===== src/rtl/sccb_pkg.sv =====
// Shared SCCB types: FSM state encoding, bus constants and state-class helpers.
package sccb_pkg;

  typedef enum logic [2:0] {
    ST_IDLE,
    ST_ID,
    ST_ID_ACK,
    ST_REG,
    ST_REG_ACK,
    ST_VAL,
    ST_VAL_ACK,
    ST_IGNORE
  } sccb_state_e;

  localparam logic [7:0] SCCB_ID_OV7670_W   = 8'h42;
  localparam int         SCCB_BITS_PER_BYTE = 8;

  function automatic logic is_ack_state(input sccb_state_e s);
    return (s == ST_ID_ACK) || (s == ST_REG_ACK) || (s == ST_VAL_ACK);
  endfunction

  function automatic logic is_data_state(input sccb_state_e s);
    return (s == ST_ID) || (s == ST_REG) || (s == ST_VAL);
  endfunction

  // States between a matched START and the end of the value ACK.
  function automatic logic in_transaction(input sccb_state_e s);
    return (s != ST_IDLE) && (s != ST_IGNORE);
  endfunction

endpackage


===== src/rtl/sccb_bus_sync.sv =====
// SIOC/SIOD synchronizer and bus-event decoder; events are combinational on the
// last sync stage and its registered copy (SYNC_STAGES+1 cycles from the pin).
module sccb_bus_sync #(
  parameter int SYNC_STAGES = 2
) (
  input  logic i_clk,
  input  logic i_rst_n,
  input  logic i_scl,
  input  logic i_sda,
  output logic o_sda_s,
  output logic o_scl_rise,
  output logic o_scl_fall,
  output logic o_start,
  output logic o_stop
);

  logic [SYNC_STAGES-1:0] r_scl_sync;
  logic [SYNC_STAGES-1:0] r_sda_sync;
  logic                   r_scl_p;
  logic                   r_sda_p;
  logic                   w_scl_s;
  logic                   w_sda_s;

  // Preset to the idle bus level so reset never manufactures an edge.
  always_ff @(posedge i_clk) begin
    if (!i_rst_n) begin
      r_scl_sync <= '1;
      r_sda_sync <= '1;
      r_scl_p    <= 1'b1;
      r_sda_p    <= 1'b1;
    end else begin
      r_scl_sync <= {r_scl_sync[SYNC_STAGES-2:0], i_scl};
      r_sda_sync <= {r_sda_sync[SYNC_STAGES-2:0], i_sda};
      r_scl_p    <= w_scl_s;
      r_sda_p    <= w_sda_s;
    end
  end

  assign w_scl_s    = r_scl_sync[SYNC_STAGES-1];
  assign w_sda_s    = r_sda_sync[SYNC_STAGES-1];
  assign o_sda_s    = w_sda_s;
  assign o_scl_rise = w_scl_s & ~r_scl_p;
  assign o_scl_fall = ~w_scl_s & r_scl_p;
  assign o_start    = w_scl_s & r_scl_p & r_sda_p & ~w_sda_s;
  assign o_stop     = w_scl_s & r_scl_p & ~r_sda_p & w_sda_s;

endmodule


===== src/rtl/sccb_responder.sv =====
// Write-only SCCB target: decodes START/ID/REG/VAL/STOP, ACKs its own ID and
// emits one wr_valid strobe per completed register write.
module sccb_responder
  import sccb_pkg::*;
#(
  parameter logic [7:0] DEV_ID      = SCCB_ID_OV7670_W,
  parameter int         SYNC_STAGES = 2
) (
  input  logic       clk,
  input  logic       rst_n,
  input  logic       scl_i,
  input  logic       sda_i,
  output logic       sda_oe,
  output logic       wr_valid,
  output logic [7:0] wr_addr,
  output logic [7:0] wr_data,
  output logic       busy,
  output logic       err
);

  sccb_state_e r_state;
  sccb_state_e w_state_nxt;

  logic [2:0] r_bit_cnt;
  logic [6:0] r_shift;
  logic [7:0] r_addr;
  logic       r_ack_on;
  logic       r_wr_done;
  logic       r_wr_valid;
  logic       r_err;
  logic [7:0] r_wr_addr;
  logic [7:0] r_wr_data;

  logic       w_sda_s;
  logic       w_scl_rise;
  logic       w_scl_fall;
  logic       w_start;
  logic       w_stop;
  logic [7:0] w_byte;
  logic       w_byte_done;

  sccb_bus_sync #(
    .SYNC_STAGES (SYNC_STAGES)
  ) u_bus_sync (
    .i_clk      (clk),
    .i_rst_n    (rst_n),
    .i_scl      (scl_i),
    .i_sda      (sda_i),
    .o_sda_s    (w_sda_s),
    .o_scl_rise (w_scl_rise),
    .o_scl_fall (w_scl_fall),
    .o_start    (w_start),
    .o_stop     (w_stop)
  );

  assign w_byte      = {r_shift, w_sda_s};
  assign w_byte_done = w_scl_rise && is_data_state(r_state) &&
                       (r_bit_cnt == 3'(SCCB_BITS_PER_BYTE - 1));

  always_ff @(posedge clk) begin
    if (!rst_n) begin
      r_state <= ST_IDLE;
    end else begin
      r_state <= w_state_nxt;
    end
  end

  // The ACK states advance on their second SCL fall: the first one starts the drive.
  always_comb begin
    w_state_nxt = r_state;
    if (w_stop) begin
      w_state_nxt = ST_IDLE;
    end else if (w_start) begin
      w_state_nxt = ST_ID;
    end else begin
      case (r_state)
        ST_ID:      if (w_byte_done) w_state_nxt = (w_byte == DEV_ID) ? ST_ID_ACK : ST_IGNORE;
        ST_ID_ACK:  if (w_scl_fall && r_ack_on) w_state_nxt = ST_REG;
        ST_REG:     if (w_byte_done) w_state_nxt = ST_REG_ACK;
        ST_REG_ACK: if (w_scl_fall && r_ack_on) w_state_nxt = ST_VAL;
        ST_VAL:     if (w_byte_done) w_state_nxt = ST_VAL_ACK;
        ST_VAL_ACK: if (w_scl_fall && r_ack_on) w_state_nxt = ST_IGNORE;
        default:    w_state_nxt = r_state;
      endcase
    end
  end

  always_comb begin
    sda_oe = is_ack_state(r_state) && r_ack_on;
    busy   = (r_state != ST_IDLE);
  end

  always_ff @(posedge clk) begin
    if (!rst_n) begin
      r_bit_cnt  <= '0;
      r_shift    <= '0;
      r_addr     <= '0;
      r_ack_on   <= 1'b0;
      r_wr_done  <= 1'b0;
      r_wr_valid <= 1'b0;
      r_err      <= 1'b0;
      r_wr_addr  <= '0;
      r_wr_data  <= '0;
    end else begin
      r_wr_valid <= 1'b0;
      r_err      <= 1'b0;
      if (w_stop || w_start) begin
        // Abandoning a transaction before its write landed is the only error case.
        r_err     <= in_transaction(r_state) && !r_wr_done;
        r_bit_cnt <= '0;
        r_ack_on  <= 1'b0;
        r_wr_done <= 1'b0;
      end else begin
        if (w_scl_rise && is_data_state(r_state)) begin
          r_shift   <= w_byte[6:0];
          r_bit_cnt <= r_bit_cnt + 3'd1;
        end
        if (w_byte_done && (r_state == ST_REG)) begin
          r_addr <= w_byte;
        end
        if (w_byte_done && (r_state == ST_VAL)) begin
          r_wr_addr  <= r_addr;
          r_wr_data  <= w_byte;
          r_wr_valid <= 1'b1;
          r_wr_done  <= 1'b1;
        end
        if (w_scl_fall && is_ack_state(r_state)) begin
          r_ack_on <= !r_ack_on;
        end
      end
    end
  end

  assign wr_valid = r_wr_valid;
  assign wr_addr  = r_wr_addr;
  assign wr_data  = r_wr_data;
  assign err      = r_err;

endmodule


===== config.mk =====
export PLATFORM = sky130hd
export DESIGN_NAME = sccb_responder
export DESIGN_NICKNAME = d
export VERILOG_FILES = /design/src/rtl/sccb_pkg.sv /design/src/rtl/sccb_bus_sync.sv /design/src/rtl/sccb_responder.sv
export SDC_FILE = /design/constraint.sdc
export NUM_CORES = 1
export LEC_CHECK = 0
export CELL_PAD_IN_SITES_DETAIL_PLACEMENT = 0
export CELL_PAD_IN_SITES_GLOBAL_PLACEMENT = 1
export CORE_ASPECT_RATIO = 2
export CORE_UTILIZATION = 29
export CTS_CLUSTER_SIZE = 25
export DETAILED_ROUTE_END_ITERATION = 10
export PLACE_DENSITY_LB_ADDON = 0.1
export RECOVER_POWER = 100
export REMOVE_ABC_BUFFERS = 1
export SYNTH_ARGS = -nofsm -noshare
export SYNTH_HDL_FRONTEND = slang
export SYNTH_SLANG_ARGS = --single-unit

===== constraint.sdc =====
create_clock -name clk -period 4.5 [get_ports clk]
set_clock_uncertainty 0.05 [all_clocks]
set_input_delay 0.675 -clock clk [delete_from_list [all_inputs] [get_ports clk]]
set_output_delay 0.675 -clock clk [all_outputs]
set_load 0.02 [all_outputs]

==> results.sh, run 1 <==
export IMPL_synth_common_cells="dfxtp_1 (47), nand2_1 (30), nand3_1 (25), o21ai_0 (24), mux2i_1 (9)"
export IMPL_design_core_area_mm2=0.00626
export IMPL_cp_max_fo=34
export IMPL_fmax_ghz=0.355
export IMPL_clk_insertion_delay_late_ns=0.29
export IMPL_placed_area_mm2=0.00213
export IMPL_avgViaCountPerCell=4.59
export IMPL_tightest_slew_ns=1.78
export IMPL_cp_data_arrival_time_ns=2.87
export IMPL_rsz0062_at_grt="false"
export IMPL_drc=0
export IMPL_drt_pre_antenna_iters=5
export IMPL_cap_violations=2
export IMPL_maxSlewHeadroom=-0.195
export IMPL_worst_setup_path_start_kind="flop"
export IMPL_fin_setup_tns_ns=0
export IMPL_routed_via_count=1406
export IMPL_synth_top_cell_by_area="dfxtp_1"
export IMPL_p_per_area_mw_per_mm2=400
export IMPL_p_leak_nw=0.881
export IMPL_antenna_found_initial=0
export IMPL_r2r_start="r_bit_cnt[0]"
export IMPL_h_tree_depth=2
export IMPL_ir_drop_mv=0.219
export IMPL_grt_pass1_vias=1416
export IMPL_pre_cts_slack_ns=2.25
export IMPL_die_area_mm2=0.00677
export IMPL_run_status="complete, but fails checks"
export IMPL_die_x_um=58.7
export IMPL_grt_pass1_wl_mm=6.33
export IMPL_crit_path_start="r_bit_cnt[0]"
export IMPL_yosysMostFrequentCell="dfxtp_1"
export IMPL_cts_sinks=47
export IMPL_cp_end_kind="flop"
export IMPL_cts_resized=0
export IMPL_rows=41
export IMPL_ant_nets=0
export IMPL_top_level_ports=24
export IMPL_min_from="u_bus_sync.r_scl_sync[0]"
export IMPL_grt_max_degree=42
export IMPL_drive_gt1_frac=0.0455
export IMPL_setup_viol=0
export IMPL_path_class="reg -> reg"
export IMPL_synth_cells=202
export IMPL_n_fill_cell=683
export IMPL_synth_cell_types=33
export IMPL_p_total_mw=0.916
export IMPL_hp_class="reg -> reg"
export IMPL_hold_buffers=0
export IMPL_n_antenna_cell=0
export IMPL_ys_seq_area_frac=0.505
export IMPL_violations="max-capacitance violations, max-slew violations"
export IMPL_grtUsageTotal=0.123
export IMPL_wl_per_cell_um=11.9
export IMPL_final_cells=306
export IMPL_yosysWarnings=0
export IMPL_cts_tree="yes"
export IMPL_fp_dieH_um=115
export IMPL_clk_pin_slew_worst_paths_ns=0.06
export IMPL_avgSynthCellArea_um2=9.23
export IMPL_netlist_top_cells_area="dfxtp_1 (50%), nand3_1 (6.7%), o21ai_0 (6.4%), nand2_1 (6.0%), mux2i_1 (4.8%)"
export IMPL_grt_overflow=0
export IMPL_crit_required_ns=4.55
export IMPL_finalHoldViolations=0
export IMPL_dp_cells=298
export IMPL_synth_edf_count=0
export IMPL_fin_nets=225
export IMPL_numCtsBuffers=5
export IMPL_syn_to_final_growth_pct=22.8
export IMPL_io_buffer_count=23
export IMPL_post_dp_hpwl_mm=2.44
export IMPL_first_iter_violations=36
export IMPL_slew_viol_final=77
export IMPL_final_cell_area_mm2=0.00229
export IMPL_clockBufferDepth=2
export IMPL_period_share=0.627
export IMPL_initial_utilization=0.298
export IMPL_drt_wl_total_mm=3.63
export IMPL_place_congestion=0.793
export IMPL_ys_async_sr_fraction=0
export IMPL_netlist_area_leader_share=0.505
export IMPL_synth_cell_area_mm2=0.00186
export IMPL_ys_seq_elements=47
export IMPL_fin_crit_ns=2.82
export IMPL_cts_setup_buffers=0
export IMPL_clock_root_buffer="clkbuf_16"
export IMPL_ys_flop_type="dfxtp_1"
export IMPL_setup_ws_ns=1.68
==> cell families (layout without fill, tap and decap cells) <==
group,Yosys count,in the layout,share of synthesized area
AOI/OAI and AO/OA,30,30,0.0859
muxes,9,9,0.0483
xor gates and xnor gates,3,3,0.0141
buffers and inverters,16,34,0.0456
adders and majority gates,2,2,0.0134
DFF,47,47,0.505
and+or+nand+nor,95,95,0.288
==> power by group <==
group / total (mW) / internal (mW) / switching, mW
clock: 0.473 / 0.319 / 0.155
combinational: 0.0202 / 0.00738 / 0.0128
sequential: 0.422 / 0.419 / 0.00356
total: 0.916 / 0.745 / 0.171
==> layer usage <==
layer / part of all wire / vias to the layer above / global-route usage
li1: - / 721 / -
met5: 0 / - / 0
met4: 0.026 / 0 / 0.0714
met2: 0.51 / 20 / 0.212
met1: 0.44 / 659 / 0.132
met3: 0.027 / 6 / 0.0337
==> critical path, cell delays in order, from the launching register on <==
cell      delay (ns)
dfxtp_1         0.35
ha_1            0.15
ha_1            0.14
nand4b_1        0.23
nor3_2          1.44
o21ai_0         0.27
==> cell type report <==
cell class | count | area [µm²] | area share
Clock buffer | 6 | 129 | 0.0563
Clock inverter | 2 | 60.1 | 0.0262
Inverter | 2 | 7.51 | 0.00328
Multi-Input combinational cell | 139 | 817 | 0.357
Sequential cell | 47 | 941 | 0.411
Tap cell | 86 | 108 | 0.0470
Timing Repair Buffer | 24 | 228 | 0.0995
==> path summary, 6_finish.rpt <==
path / end / slack, ns / cells after the start
worst max register to register: wr_data[1] / 1.68 / 5
worst max-delay path: wr_data[1] / 1.68 / 5
worst min-delay path: u_bus_sync.r_scl_sync[1] / 0.36 / 1
worst min register to register: u_bus_sync.r_scl_sync[1] / 0.36 / 1
==> through the flow <==
step	hold slack, ns	util
2_1_floorplan	0.336	-
3_3_place_gp	0.344	0.340
3_5_place_dp	0.349	0.340
4_1_cts	0.363	0.370
5_1_grt	0.376	0.366
6_report	0.359	0.366
==> registers in the layout, summed over array words and instances (netlist names), 2 cells and up <==
name and count:
u_bus_sync.r_sda_sync 2, r_addr 8, r_bit_cnt 3, r_shift 7, u_bus_sync.r_scl_sync 2, wr_data 8, r_state 3, wr_addr 8
==> placed cells by master, fill, tap and decap left out, types with 2 or more instances in the layout <==
cell             synthesis  routed
xor2_1                   2       2
clkdlybuf4s50_1          0       2
clkbuf_1                 6       3
nand4b_1                 1       2
nand2b_1                 8       8
o21ai_0                 24      25
bufinv_16                0       2
inv_1                    2       2
nand3_1                 25      25
and2_1                   2       2
nor4b_1                  3       3
clkbuf_16                0       5
or3_1                    2       2
nand2_1                 30      30
ha_1                     2       2
dfxtp_1                 47      47
dlygate4sd3_1            0      20
nor2_1                   7       7
a211oi_1                 2       2
nor2b_1                  8       8
nor3_1                   3       3
mux2i_1                  9       9
Note: power is estimated with default switching activity, not from simulation.
==> run 2: changes to the inputs <==
- clock period: 4.5 -> 2.7 ns (I/O delays scaled with it)
==> run 2 against run 1 <==
- the flow now finishes without violations
- sequential power increased by 67%
- die area unchanged
- worst hold slack about the same
- global-route usage increased by 0.78 points
- non-clock buffer count increased by 2
- via count increased by 0.71%
- sequential share of layout area increased by 0.36 points
- total power increased by 51%
- cell area decreased by 0.87%
- critical path depth decreased by 3
- clock power increased by 36%
- combinational power increased by 75%
- critical path type is now reg -> out
- critical endpoint is now busy
==> results.sh, run 2 (synthesized netlist as in run 1, its figures left out) <==
export IMPL_run_status="finished clean"
export IMPL_wl_per_cell_um=12.7
export IMPL_routed_via_count=1416
export IMPL_cap_violations=0
export IMPL_cts_sinks=47
export IMPL_io_buffer_count=23
export IMPL_fin_nets=227
export IMPL_syn_to_final_growth_pct=21.7
export IMPL_clk_insertion_delay_late_ns=0.29
export IMPL_fmax_ghz=0.447
export IMPL_crit_cells=2
export IMPL_antenna_found_initial=0
export IMPL_die_area_mm2=0.00677
export IMPL_clk_pin_slew_worst_paths_ns=0.06
export IMPL_path_cells="or3_1, dlygate4sd3_1"
export IMPL_ir_drop_mv=0.423
export IMPL_clock_root_buffer="clkbuf_16"
export IMPL_swShare=0.202
export IMPL_p_leak_nw=0.877
export IMPL_tightest_slew_ns=0.923
export IMPL_combPwrFrac=0.026
export IMPL_placed_area_mm2=0.00214
export IMPL_rows=41
export IMPL_layout_commonest_cell="dfxtp_1"
export IMPL_finalHoldViolations=0
export IMPL_initial_utilization=0.298
export IMPL_drc=0
export IMPL_drive_gt1_frac=0.0541
export IMPL_path_class="reg -> out"
export IMPL_setup_viol=0
export IMPL_ant_nets=0
export IMPL_path_buf_inv=1
export IMPL_drt_pre_antenna_iters=4
export IMPL_p_seq_frac=0.509
export IMPL_fin_crit_ns=2.24
export IMPL_cp_max_fo=10
export IMPL_maxSlewHeadroom=0.381
export IMPL_final_cell_mix="dfxtp_1 (47), nand2_1 (30), nand3_1 (25), o21ai_0 (25), dlygate4sd3_1 (20)"
export IMPL_numCtsBuffers=5
export IMPL_final_cell_area_mm2=0.00227
export IMPL_cpMaxStageDelayCell="dlygate4sd3_1"
export IMPL_grt_pass1_wl_mm=6.56
export IMPL_n_antenna_cell=0
export IMPL_first_iter_violations=82
export IMPL_die_x_um=58.7
export IMPL_cp_end_kind="output pin"
export IMPL_design_core_area_mm2=0.00626
export IMPL_crit_family="buffers and inverters"
export IMPL_rsz0062_at_grt="false"
export IMPL_cts_setup_buffers=0
export IMPL_p_int_mw=1.11
export IMPL_power_share_clock=0.466
export IMPL_fin_setup_tns_ns=0
export IMPL_h_tree_depth=2
export IMPL_worst_setup_path_start_kind="flop"
export IMPL_p_per_area_mw_per_mm2=610
export IMPL_clockBufferDepth=2
export IMPL_period_share=0.828
export IMPL_top_level_ports=24
export IMPL_ff2ff_path_depth=5
export IMPL_cpPeakStageDelay_ns=0.66
export IMPL_grt_overflow=0
export IMPL_cp_data_arrival_time_ns=1.78
export IMPL_hold_buffers=0
export IMPL_switchingPower_mw=0.279
export IMPL_fp_dieH_um=115
export IMPL_cts_resized=0
export IMPL_grtUsageTotal=0.131
export IMPL_grt_pass1_vias=1420
export IMPL_slew_viol_final=0
export IMPL_dp_cells=300
export IMPL_grt_max_degree=35
export IMPL_whs_path_depth=1
export IMPL_cts_tree="yes"
export IMPL_post_dp_hpwl_mm=2.67
export IMPL_final_cells=308
export IMPL_drt_wl_total_mm=3.90
export IMPL_hp_class="reg -> reg"
export IMPL_place_congestion=0.854
export IMPL_avgViaCountPerCell=4.60
export IMPL_crit_required_ns=2.25
[run 2: changes by cell type in the layout (fill, tap and decap cells not counted)]
cell	before	now
bufinv_16	2	0
clkbuf_8	0	2
buf_4	0	1
clkbuf_2	0	1
[run 2: power by group through the flow]
stage | clock (mW) | combinational (mW) | sequential, mW
2_1_floorplan | 0 | 0.0137 | 0.718
3_3_place_gp | 0 | 0.0367 | 0.720
3_5_place_dp | 0 | 0.0372 | 0.720
4_1_cts | 0.668 | 0.0373 | 0.704
5_1_grt | 0.698 | 0.0385 | 0.704
6_report | 0.645 | 0.0354 | 0.704
[run 2: worst register-to-register path, cell delays in order, from the launching register on]
cell and delay [ns]:
dfxtp_1 0.35, ha_1 0.16, ha_1 0.15, nand4b_1 0.22
nor3_2 0.81, o21ai_0 0.24
[run 2: layer usage]
metal	vias to the layer above	track usage	part of all wire
li1	727	-	-
met1	651	0.136	0.42
met2	27	0.221	0.51
met3	11	0.0450	0.031
met4	0	0.0810	0.035
met5	-	0	0
[run 2: cell type report]
cell class	instances	area, µm²
fill	679	3990
sequential	47	941
multi-input combinational	139	817
timing repair buffer	26	240
clock buffer	8	156
tap	86	108
inverter	2	7.51
[run 2: path summary, 6_finish.rpt]
| path | end | from | slack [ns] |
|---|---|---|---|
| setup reg to reg | r_addr[7] | r_bit_cnt[0] | 0.56 |
| setup / recovery | busy | r_state[0] | 0.46 |
| hold / removal | u_bus_sync.r_scl_sync[1] | u_bus_sync.r_scl_sync[0] | 0.36 |
| hold reg to reg | u_bus_sync.r_scl_sync[1] | u_bus_sync.r_scl_sync[0] | 0.36 |
[run 2: metrics by stage]
stage	hold slack, ns	power [mW]	worst slack [ns]	util
finish	0.359	1.38	0.464	0.363
global route	0.379	1.44	0.250	0.363
CTS	0.364	1.41	0.494	0.367
detailed placement	0.349	0.757	0.819	0.342
global placement	0.341	0.757	0.847	0.342
floorplan	0.336	0.732	0.904	-
==> run 3: changes to the inputs <==
- clock period: 2.7 -> 2.15 ns (I/O delays scaled with it)
==> run 3 against run 2 <==
- utilization grew 0.38 points
- cell area up 1.0%
- clock-buffer cell count did not move
==> results.sh, run 3 (synthesized netlist as in run 1, its figures left out) <==
export IMPL_clk_pin_slew_worst_paths_ns=0.06
export IMPL_die_x_um=58.7
export IMPL_drt_pre_antenna_iters=4
export IMPL_path_buf_inv=1
export IMPL_p_seq_frac=0.511
export IMPL_switchingPower_mw=0.341
export IMPL_grt_overflow=0
export IMPL_cp_max_fo=6
export IMPL_fin_nets=229
export IMPL_p_leak_nw=0.912
export IMPL_final_cell_area_mm2=0.00229
export IMPL_path_cells="nor2_1, nor3b_1, clkdlybuf4s50_1"
export IMPL_maxSlewHeadroom=0.499
export IMPL_cp_end_kind="output pin"
export IMPL_drt_wl_total_mm=3.82
export IMPL_r2r_start="r_bit_cnt[0]"
export IMPL_hp_class="reg -> reg"
export IMPL_cpPeakStageDelay_ns=0.63
export IMPL_ir_drop_mv=0.508
export IMPL_final_cell_mix="dfxtp_1 (46), nand2_1 (30), nand3_1 (25), o21ai_0 (24), dlygate4sd3_1 (18)"
export IMPL_path_class="reg -> out"
export IMPL_drive_gt1_frac=0.0670
export IMPL_hold_buffers=0
export IMPL_post_dp_hpwl_mm=2.66
export IMPL_combPwrFrac=0.026
export IMPL_drc=0
export IMPL_grtUsageTotal=0.129
export IMPL_n_antenna_cell=0
export IMPL_swShare=0.197
export IMPL_place_congestion=0.823
export IMPL_antenna_found_initial=0
export IMPL_cts_tree="yes"
export IMPL_cp_data_arrival_time_ns=1.74
export IMPL_fp_dieH_um=115
export IMPL_crit_path_start="r_state[1]"
export IMPL_r2r_end="wr_addr[1]"
export IMPL_cts_sinks=47
export IMPL_die_area_mm2=0.00677
export IMPL_layout_commonest_cell="dfxtp_1"
export IMPL_period_share=0.982
export IMPL_cts_setup_buffers=0
export IMPL_min_from="u_bus_sync.r_scl_sync[0]"
export IMPL_wl_per_cell_um=12.3
export IMPL_io_buffer_count=23
export IMPL_crit_required_ns=1.78
export IMPL_clockBufferDepth=2
export IMPL_setup_viol=0
export IMPL_tightest_slew_ns=0.752
export IMPL_routed_via_count=1451
export IMPL_syn_to_final_growth_pct=23.0
export IMPL_p_total_mw=1.73
export IMPL_finalHoldViolations=0
export IMPL_initial_utilization=0.298
export IMPL_rrSetupSlack_ns=0.22
export IMPL_top_level_ports=24
export IMPL_placed_area_mm2=0.00217
export IMPL_worst_setup_path_start_kind="flop"
export IMPL_grt_pass1_wl_mm=6.47
export IMPL_whs_path_depth=1
export IMPL_numCtsBuffers=5
export IMPL_fin_crit_ns=2.11
export IMPL_design_core_area_mm2=0.00626
export IMPL_cpMaxStageDelayCell="clkdlybuf4s50_1"
export IMPL_first_iter_violations=56
export IMPL_fmax_ghz=0.474
export IMPL_ant_nets=0
export IMPL_clock_root_buffer="clkbuf_16"
export IMPL_slew_viol_final=0
export IMPL_run_status="finished clean"
export IMPL_power_share_clock=0.463
export IMPL_grt_pass1_vias=1419
export IMPL_p_per_area_mw_per_mm2=754
export IMPL_p_int_mw=1.39
export IMPL_grt_max_degree=35
export IMPL_crit_family="buffers and inverters"
export IMPL_h_tree_depth=2
export IMPL_cap_violations=0
export IMPL_avgViaCountPerCell=4.68
export IMPL_min_to="u_bus_sync.r_scl_sync[1]"
export IMPL_ff2ff_path_depth=7
export IMPL_rows=41
export IMPL_clk_insertion_delay_late_ns=0.28
[run 3: cell types whose count changed in the layout (fill, tap and decap cells not counted)]
cell             change
buf_2                +1
buf_4                +1
clkdlybuf4s50_1      +2
dfxtp_1              -1
dfxtp_2              +1
dlygate4sd3_1        -2
nand4b_1             -1
nand4b_4             +1
nor3_1               +1
nor3_2               -1
o21ai_0              -1
o21ai_1              +1
[run 3: metrics by stage]
step	hold slack [ns]	setup slack [ns]	util	cells	setup TNS, ns
5_1_grt	0.381	-0.0131	0.366	310	-0.0131
4_1_cts	0.299	0.0209	0.372	310	0
2_1_floorplan	0.336	0.354	-	188	0
6_report	0.359	0.0390	0.366	310	0
3_3_place_gp	0.345	0.394	0.347	302	0
3_5_place_dp	0.353	0.339	0.347	302	0
[run 3: layout make-up]
type	count	area (µm²)
inverter	2	7.51
tap	86	108
clock buffer	8	156
sequential	47	942
timing repair buffer	28	253
multi-input combinational	139	827
fill	681	3970
[run 3: worst max-delay path by stage]
stage / endpoint / slack, ns / cells past startpoint
final: sda_oe / 0.04 / 3
after global placement: sda_oe / 0.39 / 3
after detailed placement: sda_oe / 0.34 / 3
after floorplan: wr_addr[0] / 0.35 / 5
after global routing: sda_oe / -0.01 / 3
after CTS: sda_oe / 0.02 / 3
[run 3: power by group through the flow]
stage          logic (mW)  registers (mW)  clock network (mW)
2_1_floorplan      0.0172           0.902                   0
3_3_place_gp       0.0468           0.903                   0
3_5_place_dp       0.0470           0.904                   0
4_1_cts            0.0473           0.884               0.839
5_1_grt            0.0512           0.885               0.870
6_report           0.0453           0.885               0.800
[run 3: metal layers]
| layer | wire length, µm | vias to the layer above | share of wire | track usage |
|---|---|---|---|---|
| li1 | - | 735 | - | - |
| met1 | 1570 | 679 | 0.41 | 0.131 |
| met4 | 119 | 0 | 0.031 | 0.0794 |
| met2 | 2000 | 27 | 0.52 | 0.228 |
| met3 | 134 | 10 | 0.035 | 0.0371 |
| met5 | 0 | - | 0 | 0 |
[run 3: repair_timing]
action | in CTS | in global routing
setup endpoints to repair | 0 | 1
hold endpoints to repair | 0 | 0
gates resized for setup | 0 | 1
